[src/rtl/snes_pad_poller.sv]
// rtl/snes_pad_poller.sv - SNES pad serial poller
// Periodically latches the pad, clocks in 16 serial bits and publishes buttons/ID atomically.
module snes_pad_poller #(
   parameter int LATCH_CYC   = 600,
   parameter int HALF_CYC    = 300,
   parameter int POLL_PERIOD = 833333
) (
   input  logic        clk,
   input  logic        rst,
   input  logic        poll_en,
   input  logic        snes_data,
   output logic        snes_latch,
   output logic        snes_clk,
   output logic [11:0] snes_button,
   output logic [3:0]  snes_id,
   output logic        frame_done,
   output logic        busy
);

   localparam int PW     = (POLL_PERIOD > 1) ? $clog2(POLL_PERIOD) : 1;
   localparam int PH_MAX = (LATCH_CYC > HALF_CYC) ? LATCH_CYC : HALF_CYC;
   localparam int HW     = (PH_MAX > 1) ? $clog2(PH_MAX) : 1;

   localparam logic [PW-1:0] PERIOD_LAST = PW'(POLL_PERIOD - 1);
   localparam logic [HW-1:0] LATCH_LAST  = HW'(LATCH_CYC - 1);
   localparam logic [HW-1:0] HALF_LAST   = HW'(HALF_CYC - 1);

   typedef enum logic [1:0] {
      IDLE,
      LATCH,
      LOW,
      HIGH
   } state_t;

   state_t        state;
   logic [PW-1:0] period_cnt;
   logic [HW-1:0] phase_cnt;
   logic [3:0]    bit_cnt;
   logic [15:0]   shift;
   logic          sync1;
   logic          data_s;

   always_ff @(posedge clk) begin
      if (rst) begin
         state       <= IDLE;
         period_cnt  <= '0;
         phase_cnt   <= '0;
         bit_cnt     <= '0;
         shift       <= '0;
         sync1       <= 1'b1;
         data_s      <= 1'b1;
         snes_latch  <= 1'b0;
         snes_clk    <= 1'b1;
         snes_button <= '0;
         snes_id     <= '0;
         frame_done  <= 1'b0;
         busy        <= 1'b0;
      end else begin
         sync1      <= snes_data;
         data_s     <= sync1;
         frame_done <= 1'b0;

         // Free-running frame timebase; poll_en only gates frame starts at its wrap
         if (period_cnt == PERIOD_LAST)
            period_cnt <= '0;
         else
            period_cnt <= period_cnt + 1'b1;

         case (state)
            IDLE: begin
               if (period_cnt == '0 && poll_en) begin
                  state      <= LATCH;
                  snes_latch <= 1'b1;
                  busy       <= 1'b1;
                  phase_cnt  <= '0;
               end
            end
            LATCH: begin
               if (phase_cnt == LATCH_LAST) begin
                  state      <= LOW;
                  snes_latch <= 1'b0;
                  snes_clk   <= 1'b0;
                  phase_cnt  <= '0;
                  bit_cnt    <= '0;
               end else begin
                  phase_cnt <= phase_cnt + 1'b1;
               end
            end
            LOW: begin
               // Sample as late as possible in the low half so the pad's output has settled
               if (phase_cnt == HALF_LAST) begin
                  shift[bit_cnt] <= data_s;
                  state          <= HIGH;
                  snes_clk       <= 1'b1;
                  phase_cnt      <= '0;
               end else begin
                  phase_cnt <= phase_cnt + 1'b1;
               end
            end
            HIGH: begin
               if (phase_cnt == HALF_LAST) begin
                  phase_cnt <= '0;
                  if (bit_cnt == 4'd15) begin
                     state       <= IDLE;
                     busy        <= 1'b0;
                     snes_button <= ~shift[11:0];
                     snes_id     <= ~shift[15:12];
                     frame_done  <= 1'b1;
                  end else begin
                     bit_cnt  <= bit_cnt + 1'b1;
                     state    <= LOW;
                     snes_clk <= 1'b0;
                  end
               end else begin
                  phase_cnt <= phase_cnt + 1'b1;
               end
            end
            default: begin
               state <= IDLE;
            end
         endcase
      end
   end

endmodule

[config.mk]
export PLATFORM = sky130hd
export DESIGN_NAME = snes_pad_poller
export DESIGN_NICKNAME = d
export VERILOG_FILES = /design/src/rtl/snes_pad_poller.sv
export SDC_FILE = /design/constraint.sdc
export NUM_CORES = 1
export LEC_CHECK = 0
export CAP_MARGIN = 20
export CORE_MARGIN = 8
export CORE_UTILIZATION = 40
export CTS_BUF_LIST = sky130_fd_sc_hd__clkbuf_2 sky130_fd_sc_hd__clkbuf_4 sky130_fd_sc_hd__clkbuf_8
export CTS_CLUSTER_SIZE = 24
export DETAILED_ROUTE_END_ITERATION = 10
export PLACE_DENSITY = 0.66
export SYNTH_ARGS = -nofsm -noshare
export SYNTH_HDL_FRONTEND = slang
export SYNTH_SLANG_ARGS = --single-unit
[constraint.sdc]
create_clock -name clk -period 4.35 [get_ports clk]
set_clock_uncertainty 0.15 [all_clocks]
set_input_delay 0.87 -clock clk [delete_from_list [all_inputs] [get_ports clk]]
set_output_delay 0.87 -clock clk [all_outputs]
set_load 0.1 [all_outputs]
==> summary.md <==
| Metric | Value |
|---|---|
| Status | `completed` |
| Cts repair resizes | `0` |
| Global-route wire length before repair | `approximately 13 mm` |
| Leak | `~0.0013 uW` |
| Cell Rows | `34` |
| Place WS | `about 1.4 ns` |
| Syn-to-layout area delta | `12.8%` |
| Cells along the critical path | `clkdlybuf4s50_1` |
| Post-Synth XOR/XNOR Area | `under 10%` |
| Peak VDD IR | `about 180 uV` |
| Least-Margin Pin Slew | `between 1 and 1.5 ns` |
| R2R Path Start | `phase_cnt[0]` |
| RSZ-0062 raised after global routing | `no` |
| Switching part of the total | `approximately a quarter` |
| Die Ht | `approximately 110 um` |
| Worst EP required | `about 3.3 ns` |
| H-tree Lvls | `3` |
| R2R setup slack | `about 1.5 ns` |
| Worst hold path type | `reg2reg` |
| DRC violations left | `0` |
| Final Slew Violations | `0` |
| Layout Cells excl Fill | `525` |
| Hold Vio Cnt, Final | `0` |
| Die Wd | `111 um` |
| Core area | `slightly below 9000 um^2` |
| R2R Path End | `snes_button[7]` |
| Synth warn | `0` |
| Max Cap Viol | `0` |
| Largest net degree at the start of global routing | `33` |
| Worst path slowest cell | `clkdlybuf4s50_1` |
| CP startpoint kind | `register` |
| Syn Nets | `roughly 420` |
| Post-CTS Setup Bufs | `0` |
| Post-synth EDFFs | `0` |
| Fin worst setup slack | `around 1.5 ns` |
| Total power | `1350 uW` |
| Sequential fraction of the synthesis area | `41.3%` |
| Seq pwr share | `51.7%` |
| Synthesized cell area | `approximately 3600 um^2` |
| Synth Register Bits | `74` |
| Initial DRC Count | `96` |
| Critical Path Max Stage Delay | `~1.2 ns` |
| Initial antenna violation count | `0` |
| CTS max path bufs | `2` |
| CTS tree | `done` |
| Synth Area in Simple Gates | `about a quarter` |
| Max Freq | `0.347 GHz` |
| Post-synthesis area per instance | `roughly 8.8 um^2` |
| Internal power | `roughly 1000 uW` |
| Period utilization | `66.2%` |
| Setup Viol. Count Final | `0` |
| Critical path buffers and inverters | `1` |
| Detailed Routing Iterations Pass 1 | `4` |
| Cells after synthesis | `around 410` |
| Io pins | `24` |
| Clock power share | `a little over two fifths` |
| Vias in the first global route | `approximately 2800` |
| Worst path top cell family by delay | `buffers and inverters` |
| Dpl hpwl | `just over 5 mm` |
| FILL cells | `about 860` |
| DP Cell Count | `between 500 and 600` |
| Fin nets | `~420` |
| Adder-Cell Fraction of Synth Area | `under 10%` |
| Final core utilization | `approximately 46%` |
| Synth cell types | `54` |
| Largest family of logic cells by synthesized area | `simple AND/OR/NAND/NOR gates` |
| Hold Path Origin | `sync1` |
| R2R depth | `6` |
| WL/cell | `14.7 um` |
| DR vias | `about 3000` |
| GRT overflow | `0` |
| CTS clock-pin slew for the worst setup and hold paths | `0.07 ns` |
| Gr usage total | `between 10% and 20%` |
| Setup TNS | `0 ns` |
| Hold Path Depth | `1` |
| Slew margin rel. | `between 20% and 30%` |
| Buffers on Ports | `23` |
| Fin crit period | `between 2 and 3 ns` |
| CP Max Fanout | `2` |
| Gpl congestion | `around 0.83` |
| CP endpoint kind | `output pin` |
| Share of layout cells above drive strength 1 | `a little under a tenth` |
| Die ar. | `12300 um^2` |
| Final wirelength | `approximately 7.7 mm` |
| Compound-Gate Fraction of Synth Area | `19.3%` |
| Logic pwr share | `around 6.7%` |
| Hold EP | `data_s` |
| Power per cell area | `about 330 nW/um^2` |
| Clk_lat worst skew | `approximately 0.35 ns` |
| Antenna diode count | `0` |
| Async SR Flop Fraction | `0%` |
| CTS root buffer | `clkbuf_8` |
| Via density | `roughly 5.7` |
| Cts bufs inserted | `9` |
| Hold buffers post-CTS | `0` |
| CTS Sinks | `74` |
| Psw | `roughly 330 uW` |
| WP data arrival | `approximately 1.9 ns` |
| Final ANT Viol Nets | `0` |
| Multiplexer area fraction after synthesis | `3.35%` |
| Initial core utilization | `41.1%` |
| Critical path class | `reg2out` |
| Post-synth top flop | `dfxtp_1` |
## worst max-delay path by stage
| stage | start | depth (start not counted) | endpoint | slack (ns) |
|---|---|---|---|---|
| 2_1_floorplan | poll_en | 5 | phase_cnt[2] | 2.39 |
| 3_3_place_gp | poll_en | 5 | busy | 1.52 |
| 3_5_place_dp | poll_en | 5 | snes_latch | 1.43 |
| 4_1_cts | snes_clk | 1 | snes_clk | 1.44 |
| 5_1_grt | phase_cnt[0] | 6 | snes_button[7] | 1.24 |
| 6_report | snes_clk | 1 | snes_clk | 1.47 |
## cell type report
class	instances	area [um^2]	area share, %
Tap cell	108	135	3.34
Multi-Input combinational cell	289	1910	47.3
Clock buffer	12	159	3.93
Timing Repair Buffer	29	275	6.80
Inverter	9	33.8	0.835
Clock inverter	4	48.8	1.21
Sequential cell	74	1480	36.6
## per-layer routing
layer	part of all wire, %	GRT usage [%]
met1	47	13.9
met2	48	21.0
met3	3.7	4.44
met4	1.7	5.05
met5	0	0
## flip-flops by register name, indices dropped and copies added, names as in the netlist
name,count
bit_cnt,4
busy,1
data_s,1
frame_done,1
period_cnt,20
phase_cnt,10
shift,16
snes_button,12
snes_clk,1
snes_id,4
snes_latch,1
state,2
sync1,1
## through the flow
stage,hold slack (ns),cell area (um^2)
after floorplan,0.239,3590
after global placement,0.252,3830
after detailed placement,0.252,3830
after CTS,0.273,4040
after global routing,0.286,4050
final,0.268,4050
## power by group through the flow
stage               clock, uW  combinational [uW]  sequential (uW)
floorplan                   0                47.5              732
global placement            0                90.0              713
detailed placement          0                90.8              713
CTS                       577                91.0              697
global route              604                97.4              699
finish                    561                90.0              697
## kinds of logic after synthesis
family	count (synthesis)
muxes	12
adders and majority gates	7
buffers and inverters	44
and+or+nand+nor	147
xor gates and xnor gates	12
AOI/OAI and AO/OA	111
DFF	74
## cells in the mapped netlist, drive strengths merged (6+ instances only)
| master | number | area share (%) |
|---|---|---|
| nor4b | 6 | 2.0 |
| o31ai | 6 | 1.3 |
| nor2 | 15 | 1.6 |
| dfxtp | 74 | 41 |
| o21ai | 26 | 3.6 |
| or3 | 21 | 3.7 |
| and3 | 6 | 1.3 |
| o41ai | 8 | 2.0 |
| clkbuf | 23 | 2.4 |
| ha | 7 | 2.4 |
| xor2 | 9 | 2.2 |
| inv | 9 | 0.94 |
| nand3 | 21 | 3.3 |
| o211ai | 10 | 2.1 |
| nand2 | 28 | 2.9 |
| nand4 | 16 | 3.4 |
| buf | 12 | 2.2 |
| a21oi | 38 | 5.4 |
| nor4 | 7 | 1.6 |
| or4 | 6 | 1.4 |
| mux2i | 12 | 3.3 |
| o22ai | 6 | 1.0 |
## placed cells by master (no fill, tap or decap), types with 7 or more instances in the layout
| cell type | synthesis | layout |
|---|---|---|
| or3_1 | 21 | 21 |
| o21ai_0 | 22 | 22 |
| clkdlybuf4s50_1 | 0 | 23 |
| clkbuf_8 | 0 | 11 |
| inv_1 | 9 | 9 |
| mux2i_1 | 12 | 12 |
| ha_1 | 7 | 7 |
| nand2_1 | 28 | 28 |
| nor2_1 | 15 | 15 |
| dfxtp_1 | 74 | 74 |
| o211ai_1 | 10 | 10 |
| nand3_1 | 20 | 20 |
| o41ai_1 | 8 | 7 |
| nand4_1 | 14 | 14 |
| xor2_1 | 9 | 9 |
| a21oi_1 | 37 | 37 |
Power figures use the tool's default switching activity.
